<file path="src/rtl/board_display_step_driver.sv">
// Step-button debouncer driving the CPU single-step clock, plus a
// 4-digit multiplexed 7-segment scanner for the CPU debug words.
module board_display_step_driver #(
  parameter int SCAN_DIV   = 100000,
  parameter int DEB_CYCLES = 500000
) (
  input  logic        CLK,
  input  logic        Reset,
  input  logic        btn_step,
  input  logic [1:0]  page_sel,
  input  logic [15:0] sign1,
  input  logic [15:0] sign2,
  input  logic [15:0] sign3,
  input  logic [15:0] sign4,
  input  logic        sign5,
  output logic        cpu_clk,
  output logic [3:0]  an,
  output logic [7:0]  seg
);

  localparam int DW = (DEB_CYCLES > 2) ? $clog2(DEB_CYCLES) : 1;
  localparam int SW = (SCAN_DIV > 2) ? $clog2(SCAN_DIV) : 1;
  localparam logic [DW-1:0] D_LAST = DW'(DEB_CYCLES - 1);
  localparam logic [SW-1:0] S_LAST = SW'(SCAN_DIV - 1);

  typedef enum logic [1:0] {
    IDLE,
    PRESS_W,
    HELD,
    REL_W
  } deb_state_t;

  deb_state_t      state;
  deb_state_t      state_nxt;
  logic [DW-1:0]   cnt;
  logic [DW-1:0]   cnt_nxt;
  logic            btn_meta;
  logic            btn_sync;
  logic            armed;
  logic            cpu_clk_nxt;

  // Synchronizer is left unreset so a button held through reset
  // still reads as pressed and does not arm the debouncer.
  always_ff @(posedge CLK) begin
    btn_meta <= btn_step;
    btn_sync <= btn_meta;
  end

  always_ff @(posedge CLK) begin
    if (Reset) begin
      state   <= IDLE;
      cnt     <= '0;
      armed   <= 1'b0;
      cpu_clk <= 1'b1;
    end else begin
      state   <= state_nxt;
      cnt     <= cnt_nxt;
      armed   <= armed | ~btn_sync;
      cpu_clk <= cpu_clk_nxt;
    end
  end

  always_comb begin
    state_nxt = state;
    cnt_nxt   = cnt;
    case (state)
      IDLE: begin
        if (armed && btn_sync) begin
          state_nxt = PRESS_W;
          cnt_nxt   = '0;
        end
      end
      PRESS_W: begin
        if (!btn_sync)         state_nxt = IDLE;
        else if (cnt == D_LAST) state_nxt = HELD;
        else                   cnt_nxt = cnt + DW'(1);
      end
      HELD: begin
        if (!btn_sync) begin
          state_nxt = REL_W;
          cnt_nxt   = '0;
        end
      end
      REL_W: begin
        if (btn_sync)          state_nxt = HELD;
        else if (cnt == D_LAST) state_nxt = IDLE;
        else                   cnt_nxt = cnt + DW'(1);
      end
      default: state_nxt = IDLE;
    endcase
    // Low falls with entry to HELD; release keeps it low one extra cycle.
    cpu_clk_nxt = !(state_nxt == HELD || state_nxt == REL_W ||
                    state == REL_W);
  end

  logic [SW-1:0] scnt;
  logic [1:0]    idx;
  logic [15:0]   snapshot;
  logic [15:0]   page_word;
  logic [3:0]    nibble;
  logic [6:0]    hex7;

  always_comb begin
    page_word = sign1;
    unique case (1'b1)
      page_sel == 2'b00: page_word = sign1;
      page_sel == 2'b01: page_word = sign2;
      page_sel == 2'b10: page_word = sign3;
      page_sel == 2'b11: page_word = sign4;
    endcase
  end

  assign nibble = snapshot[{idx, 2'b00} +: 4];

  always_comb begin
    hex7 = 7'b1111111;
    case (nibble)
      4'h0: hex7 = 7'b1000000;
      4'h1: hex7 = 7'b1111001;
      4'h2: hex7 = 7'b0100100;
      4'h3: hex7 = 7'b0110000;
      4'h4: hex7 = 7'b0011001;
      4'h5: hex7 = 7'b0010010;
      4'h6: hex7 = 7'b0000010;
      4'h7: hex7 = 7'b1111000;
      4'h8: hex7 = 7'b0000000;
      4'h9: hex7 = 7'b0010000;
      4'hA: hex7 = 7'b0001000;
      4'hB: hex7 = 7'b0000011;
      4'hC: hex7 = 7'b1000110;
      4'hD: hex7 = 7'b0100001;
      4'hE: hex7 = 7'b0000110;
      4'hF: hex7 = 7'b0001110;
      default: hex7 = 7'b1111111;
    endcase
  end

  // Snapshot only at frame wrap so all four digits show one word.
  always_ff @(posedge CLK) begin
    if (Reset) begin
      scnt     <= '0;
      idx      <= 2'd0;
      snapshot <= 16'h0000;
      an       <= 4'b1111;
      seg      <= 8'hFF;
    end else begin
      an  <= ~(4'b0001 << idx);
      seg <= {(idx == 2'd0) ? ~sign5 : 1'b1, hex7};
      if (scnt == S_LAST) begin
        scnt <= '0;
        idx  <= idx + 2'd1;
        if (idx == 2'd3) snapshot <= page_word;
      end else begin
        scnt <= scnt + SW'(1);
      end
    end
  end

endmodule
</file>
<file path="config.mk">
export PLATFORM = sky130hd
export DESIGN_NAME = board_display_step_driver
export DESIGN_NICKNAME = d
export VERILOG_FILES = /design/src/rtl/board_display_step_driver.sv
export SDC_FILE = /design/constraint.sdc
export NUM_CORES = 1
export LEC_CHECK = 0
export ABC_AREA = 1
export BUFFER_PORTS_ARGS = -buffer_cell sky130_fd_sc_hd__buf_2
export CAP_MARGIN = 15
export CELL_PAD_IN_SITES_DETAIL_PLACEMENT = 0
export CELL_PAD_IN_SITES_GLOBAL_PLACEMENT = 1
export CORE_MARGIN = 2
export CORE_UTILIZATION = 39
export DETAILED_ROUTE_END_ITERATION = 7
export PLACE_DENSITY = 0.9
export SETUP_SLACK_MARGIN = 0.1
export SYNTH_ARGS = -nofsm -noshare
export SYNTH_HDL_FRONTEND = slang
export SYNTH_SLANG_ARGS = --single-unit
</file>
<file path="constraint.sdc">
create_clock -name CLK -period 1.88 [get_ports CLK]
set_clock_uncertainty 0.05 [all_clocks]
set_input_delay 0.094 -clock CLK [delete_from_list [all_inputs] [get_ports CLK]]
set_output_delay 0.094 -clock CLK [all_outputs]
set_load 0.05 [all_outputs]
</file>
==> results of run 1 <==
[worst max-delay path: stages, from the launching register on]
cell and delay [ps]:
dfxtp_2 360, ha_2 220, nand3_2 150, inv_2 130, nand3_2 100, nor2_4 130
nor2_4 80, buf_4 160, a21oi_1 130, nor2_1 60
[worst min-delay path by stage]
stage	endpoint	cells after the start	start
4_1_cts	snapshot[3]	5	sign3[3]
3_3_place_gp	btn_meta	1	btn_step
3_5_place_dp	btn_meta	1	btn_step
6_report	snapshot[3]	5	sign3[3]
2_1_floorplan	btn_meta	0	btn_step
5_1_grt	snapshot[4]	5	sign3[4]
[per-stage QoR]
| stage | util [%] | cell area (um^2) | power (mW) |
|---|---|---|---|
| 3_5_place_dp | 45.55 | 4723 | 1.897 |
| 5_1_grt | 49.31 | 5114 | 3.545 |
| 4_1_cts | 48.20 | 4999 | 3.437 |
| 2_1_floorplan | - | 4200 | 1.777 |
| 6_report | 49.31 | 5114 | 3.412 |
| 3_3_place_gp | 45.55 | 4723 | 1.891 |
[registers in the layout, indices dropped and copies added, names as in the netlist, 2 cells and up]
name,cells
scnt,17
cnt,19
an,4
idx,2
state,2
snapshot,16
seg,8
[cells by family after synthesis]
family,after synthesis,share of synthesized area (%)
and+or+nand+nor,395,43.34
buffers and inverters,72,8.043
DFF,72,34.32
AOI/OAI and AO/OA,58,8.639
adders and majority gates,12,3.575
xor gates and xnor gates,10,2.085
[metal layers]
metal | track usage (%) | vias to the layer above
li1 | - | 2183
met2 | 34.37 | 87
met4 | 7.143 | 0
met3 | 4.782 | 17
met5 | 0 | -
met1 | 21.13 | 1957
[layout make-up]
class | count | area [um^2] | share of cell area [%]
timing repair buffer | 95 | 525.5 | 10.28
inverter | 54 | 215.2 | 4.208
multi-input combinational | 476 | 2491 | 48.72
sequential | 72 | 1449 | 28.33
clock buffer | 12 | 155.1 | 3.034
clock inverter | 4 | 98.84 | 1.933
timing repair inverter | 1 | 8.758 | 0.1713
tap | 136 | 170.2 | 3.328
[power by group through the flow]
stage / Sequential [mW] / Clock, mW / Combinational [mW]
floorplan: 1.62 / 0 / 0.154
global placement: 1.59 / 0 / 0.300
detailed placement: 1.59 / 0 / 0.305
CTS: 1.56 / 1.57 / 0.310
global route: 1.56 / 1.63 / 0.356
finish: 1.56 / 1.53 / 0.319
[Yosys cell counts]
cell,instances,area share [%]
nand2_1,169,15
nor2_1,91,8.1
dfxtp_1,72,34
nand3_1,56,6.7
inv_1,44,3.9
nand4_1,26,3.9
a21oi_1,19,2.3
nor2_2,16,2.4
o21ai_0,14,1.7
o21bai_1,13,2.3
ha_1,12,3.6
a21oi_2,9,1.9
xor2_1,9,1.9
inv_2,8,0.71
nand2_2,8,1.2
nor3_1,8,0.95
nor2_4,7,1.9
buf_2,6,0.71
buf_4,4,0.71
clkbuf_1,4,0.36
nand3_2,4,0.95
buf_12,2,0.95
nand2_4,2,0.54
nor3b_1,2,0.36
o211ai_1,2,0.36
a31oi_1,1,0.15
buf_1,1,0.089
buf_6,1,0.27
clkinv_1,1,0.089
inv_6,1,0.21
nand3b_1,1,0.18
nand4_2,1,0.30
nor3_2,1,0.24
nor4_1,1,0.15
nor4_2,1,0.30
or2_2,1,0.15
xnor2_1,1,0.21
[what timing repair did]
item                                    4_1_cts  5_1_grt
endpoints found under the setup margin        2       59
cloned                                        0        2
buffers inserted                              0        3
endpoints found under the hold margin         2        0
hold buffers                                  2        0
pin swaps                                     0        5
resized for setup                             1       18
==> run_results.csv, run 1 <==
group,metric,value,unit
setup_path,r2r_slack,200,ps
floorplan,die_area,11620,um^2
job,max_cap_violations,0,
run_status,status,"complete, no violations",
clock_network,clkLatencyLatePin,360,ps
sta,slew_headroom,32.53,%
layout,antenna_cells,0,
clock_network,cts_root_buf,"clkbuf_8",
setup_path,worst-endpoint-arrival,1880,ps
sta,rsz0062_at_grt,"yes",
placement,dpl.cell_count,827,
power,p_int,2.636,mW
floorplan,die_x,107.8,um
route,drt-met1-wl,4545,um
clock_network,numCtsBuffers,9,
sta,min_period_over_period,89.34,%
route,highest_layer,"met4",
placement,dp_slack,81.97,ps
sta,report.final.slew_viol_count,0,
sta,setup_ws,200.4,ps
min_path,hp-class,"in2reg",
route,wl_met3,449,um
setup_path,crit_end,"cnt[17]",
setup_path,critPathKind,"reg2reg",
layout,instances_no_fill,850,
power,ir_drop,0.5412,mV
sta,fmax,595.4,MHz
logic_synthesis,ys_warn_count,0,
layout,nFillCells,1074,
power,p_comb_share,9.4,%
clock_network,htreeDepth,3,
logic_synthesis,yosys_register_bits,72,
setup_path,path_max_fanout,6,
global_routing,gr-total-overflow,0,
power,p_sw_share,22.76,%
setup_path,timing.rr.start,"cnt[0]",
clock_network,clk_pin_slew_worst_paths,80,ps
logic_synthesis,seq_area_frac_synth,34.32,%
sta,period_needed,1680,ps
floorplan,io_pins,83,
power,p_seq_share,45.7,%
setup_path,end_kind,"flop",
logic_synthesis,avgSynthCellArea,6.786,um^2
global_routing,grt_pass1_wl,17640,um
setup_path,worst-r2r-cell-count,9,
layout,final_common_cell,"nand2_1",
layout,mostFrequentLayoutCells,"nand2_1 (165), nor2_1 (91), buf_2 (82), dfxtp_1 (68), nand3_1 (56)",
floorplan,die_h,107.8,um
global_routing,grtUsageTotal,18.94,%
route,ant_nets,0,
placement,hpwlAfterDp,7693,um
route,wl_met2,5310,um
power,cellPowerDensity,667.3,nW/um^2
route,routed_wl,10480,um
power,p_switching,0.7767,mW
setup_path,timing.rr.end,"cnt[17]",
global_routing,grt_pass1_vias,4098,
route,drtIter0Drc,161,
global_routing,antenna_found_initial,0,
logic_synthesis,ys_types,37,
layout,area_growth,21.75,%
route,vias_per_cell,4.993,
logic_synthesis,syn_area,4200,um^2
clock_network,clkSinkCount,72,
sta,fin_setup_tns,0,ps
placement,port-buffer-count,82,
layout,layout-drive-gt1-share,25.35,%
layout,fin_nets,791,
power,clockPowerShare,45.0,%
placement,routabilityCongestion,0.8894,
logic_synthesis,syn-num-nets,701,
setup_path,cp.required,2080,ps
setup_path,startpoint_type,"flop",
sta,worst_pin_slew,1008,ps
setup_path,critPathLaunch,"cnt[0]",
sta,finalHoldViolCount,0,
global_routing,grt_max_degree,31,
floorplan,row_count,37,
power,leakage,2.064,nW
route,vias,4244,
floorplan,floorplan.initialDensity,40.50,%
route,wl_per_cell,12.32,um
logic_synthesis,netlist_instances,619,
sta,setup_viol_count_final,0,
route,drt_pass1_iterations,5,
route,drcViolationCount,0,
sta,hold_slack,38.27,ps
clock_network,clock_path_buffers,2,
floorplan,core,10370,um^2
clock_network,cts_tree,"done",
Power figures use the tool's default switching activity.
==> run 2, diff against run 1 <==
--- a/config.mk
+++ b/config.mk
@@ -10,10 +10,9 @@
 export CAP_MARGIN = 15
 export CELL_PAD_IN_SITES_DETAIL_PLACEMENT = 0
 export CELL_PAD_IN_SITES_GLOBAL_PLACEMENT = 1
-export CORE_MARGIN = 2
-export CORE_UTILIZATION = 39
+export CORE_UTILIZATION = 42
 export DETAILED_ROUTE_END_ITERATION = 7
-export PLACE_DENSITY = 0.9
+export PLACE_DENSITY = 0.95
 export SETUP_SLACK_MARGIN = 0.1
 export SYNTH_ARGS = -nofsm -noshare
 export SYNTH_HDL_FRONTEND = slang
==> constraint.sdc (replaced) <==
create_clock -name CLK -period 2.01 [get_ports CLK]
set_clock_uncertainty 0.05 [all_clocks]
set_input_delay 0.1005 -clock CLK [delete_from_list [all_inputs] [get_ports CLK]]
set_output_delay 0.1005 -clock CLK [all_outputs]
set_load 0.05 [all_outputs]
==> run_results.csv, run 2 (synthesized netlist as in run 1, its figures left out) <==
group,metric,value,unit
clock_network,clk_pin_slew_worst_paths,80,ps
setup_path,critPathKind,"reg2reg",
clock_network,cts_root_buf,"clkbuf_8",
clock_network,numCtsBuffers,9,
power,cellPowerDensity,588.9,nW/um^2
min_path,hp-class,"in2reg",
job,max_cap_violations,0,
route,drtIter0Drc,133,
layout,top_regs,"cnt (19), scnt (17), snapshot (16)",
run_status,status,"complete, no violations",
floorplan,io_pins,83,
min_path,min-delay-start,"sign3[15]",
layout,layout-drive-gt1-share,23.55,%
route,ant_nets,0,
setup_path,r2r_slack,300,ps
min_path,min_to,"snapshot[15]",
layout,regMostFlops,"cnt",
setup_path,worst-endpoint-arrival,1950,ps
setup_path,timing.rr.end,"snapshot[4]",
clock_network,cts_tree,"done",
sta,slew_headroom,29.21,%
setup_path,path_max_fanout,16,
clock_network,htreeDepth,3,
floorplan,core,9729,um^2
placement,routabilityCongestion,0.8223,
floorplan,die_area,10410,um^2
global_routing,grtUsageTotal,20.15,%
min_path,hold_path_depth,5,
clock_network,cts_setup_buffers,0,
sta,fin_setup_tns,0,ps
setup_path,timing.rr.start,"scnt[0]",
clock_network,clkLatencyLatePin,350,ps
setup_path,worst-r2r-cell-count,9,
global_routing,grt_pass1_wl,16820,um
floorplan,die_h,102.0,um
route,vias,4139,
global_routing,antenna_found_initial,0,
layout,area_growth,17.40,%
route,vias_per_cell,4.916,
sta,rsz0062_at_grt,"no",
global_routing,grt_max_degree,31,
clock_network,clock_path_buffers,2,
layout,antenna_cells,0,
global_routing,grt_use_met1,24.27,%
global_routing,top_usage_layer,"met2",
sta,worst_pin_slew,1058,ps
route,wl_per_cell,11.55,um
power,ir_drop,0.4087,mV
layout,fin_util,50.68,%
power,leakage,1.994,nW
global_routing,gr-total-overflow,0,
sta,finalHoldViolCount,0,
route,routed_wl,9727,um
setup_path,end_kind,"flop",
route,drcViolationCount,0,
floorplan,floorplan.initialDensity,43.17,%
global_routing,met2_usage,35.16,%
layout,fin_nets,786,
global_routing,grt_pass1_vias,3943,
sta,period_needed,1712,ps
layout,mostFrequentLayoutCells,"nand2_1 (168), nor2_1 (91), buf_2 (82), dfxtp_1 (70), nand3_1 (56)",
global_routing,grt.met3_usage,5.951,%
clock_network,clkSinkCount,72,
sta,fmax,584.1,MHz
sta,min_period_over_period,85.18,%
floorplan,die_x,102.0,um
placement,port-buffer-count,82,
sta,setup_viol_count_final,0,
layout,largest_reg_flops,19,
layout,nFillCells,997,
floorplan,row_count,36,
layout,final_common_cell,"nand2_1",
setup_path,startpoint_type,"flop",
layout,seq_area,1444,um^2
layout,multi_input_area,2424,um^2
route,drt_pass1_iterations,4,
sta,report.final.slew_viol_count,0,
placement,hpwlAfterDp,7396,um
setup_path,cp.required,2250,ps
-- run 2: stage by stage --
step | std cells | power, mW | instance area [um^2] | hold slack [ps] | setup WS [ps]
2_1_floorplan | 619 | 1.662 | 4200 | 78.22 | 457.5
3_3_place_gp | 824 | 1.764 | 4707 | 154.7 | 248.0
3_5_place_dp | 824 | 1.770 | 4707 | 155.3 | 218.1
4_1_cts | 842 | 2.930 | 4926 | 47.31 | 188.1
5_1_grt | 842 | 3.027 | 4931 | 64.20 | 114.8
6_report | 842 | 2.904 | 4931 | 48.80 | 297.9
-- run 2: timing repair --
action | CTS | global route
endpoints found under the setup margin | 0 | 6
endpoints found under the hold margin | 2 | 0
resized for setup | 0 | 4
hold buffers | 2 | 0
-- run 2: metal layers --
metal  part of all wire, %  vias to the layer above
met1                    47                     1902
li1                      -                     2166
met2                    49                       65
met5                     0                        -
met4                  0.53                        0
met3                   3.6                        6
-- run 2: power breakdown --
part	total, mW	internal (mW)	leakage [nW]	switching (mW)
sequential	1.46	1.45	0.586	0.0102
clock	1.16	0.610	0.0928	0.554
combinational	0.283	0.114	1.32	0.169
total	2.90	2.17	1.99	0.733
-- run 2: critical path, stage by stage (launching register included) --
cell and delay (ps):
dfxtp_1 370, ha_1 180, nand2_1 100, nor2_4 150, nand3_2 120, nor2_4 180
nand2_4 150, inv_6 170, nor2_1 50, nor2_1 100
-- run 2: layout make-up --
cell class | count | share of cell area, %
clock inverters | 4 | 1.091
multi-input cells | 475 | 49.15
clock buffers | 12 | 2.943
well taps | 133 | 3.375
repair buffers | 92 | 9.947
inverters | 54 | 4.212
flip-flops and latches | 72 | 29.28
-- run 2: how the worst max path moves through the flow --
stage / to / startpoint / slack, ps
after floorplan: seg[3] / idx[0] / 460
after global placement: seg[3] / idx[1] / 250
after detailed placement: seg[3] / idx[1] / 220
after CTS: seg[3] / idx[1] / 190
after global routing: scnt[13] / scnt[0] / 110
final: snapshot[4] / scnt[0] / 300
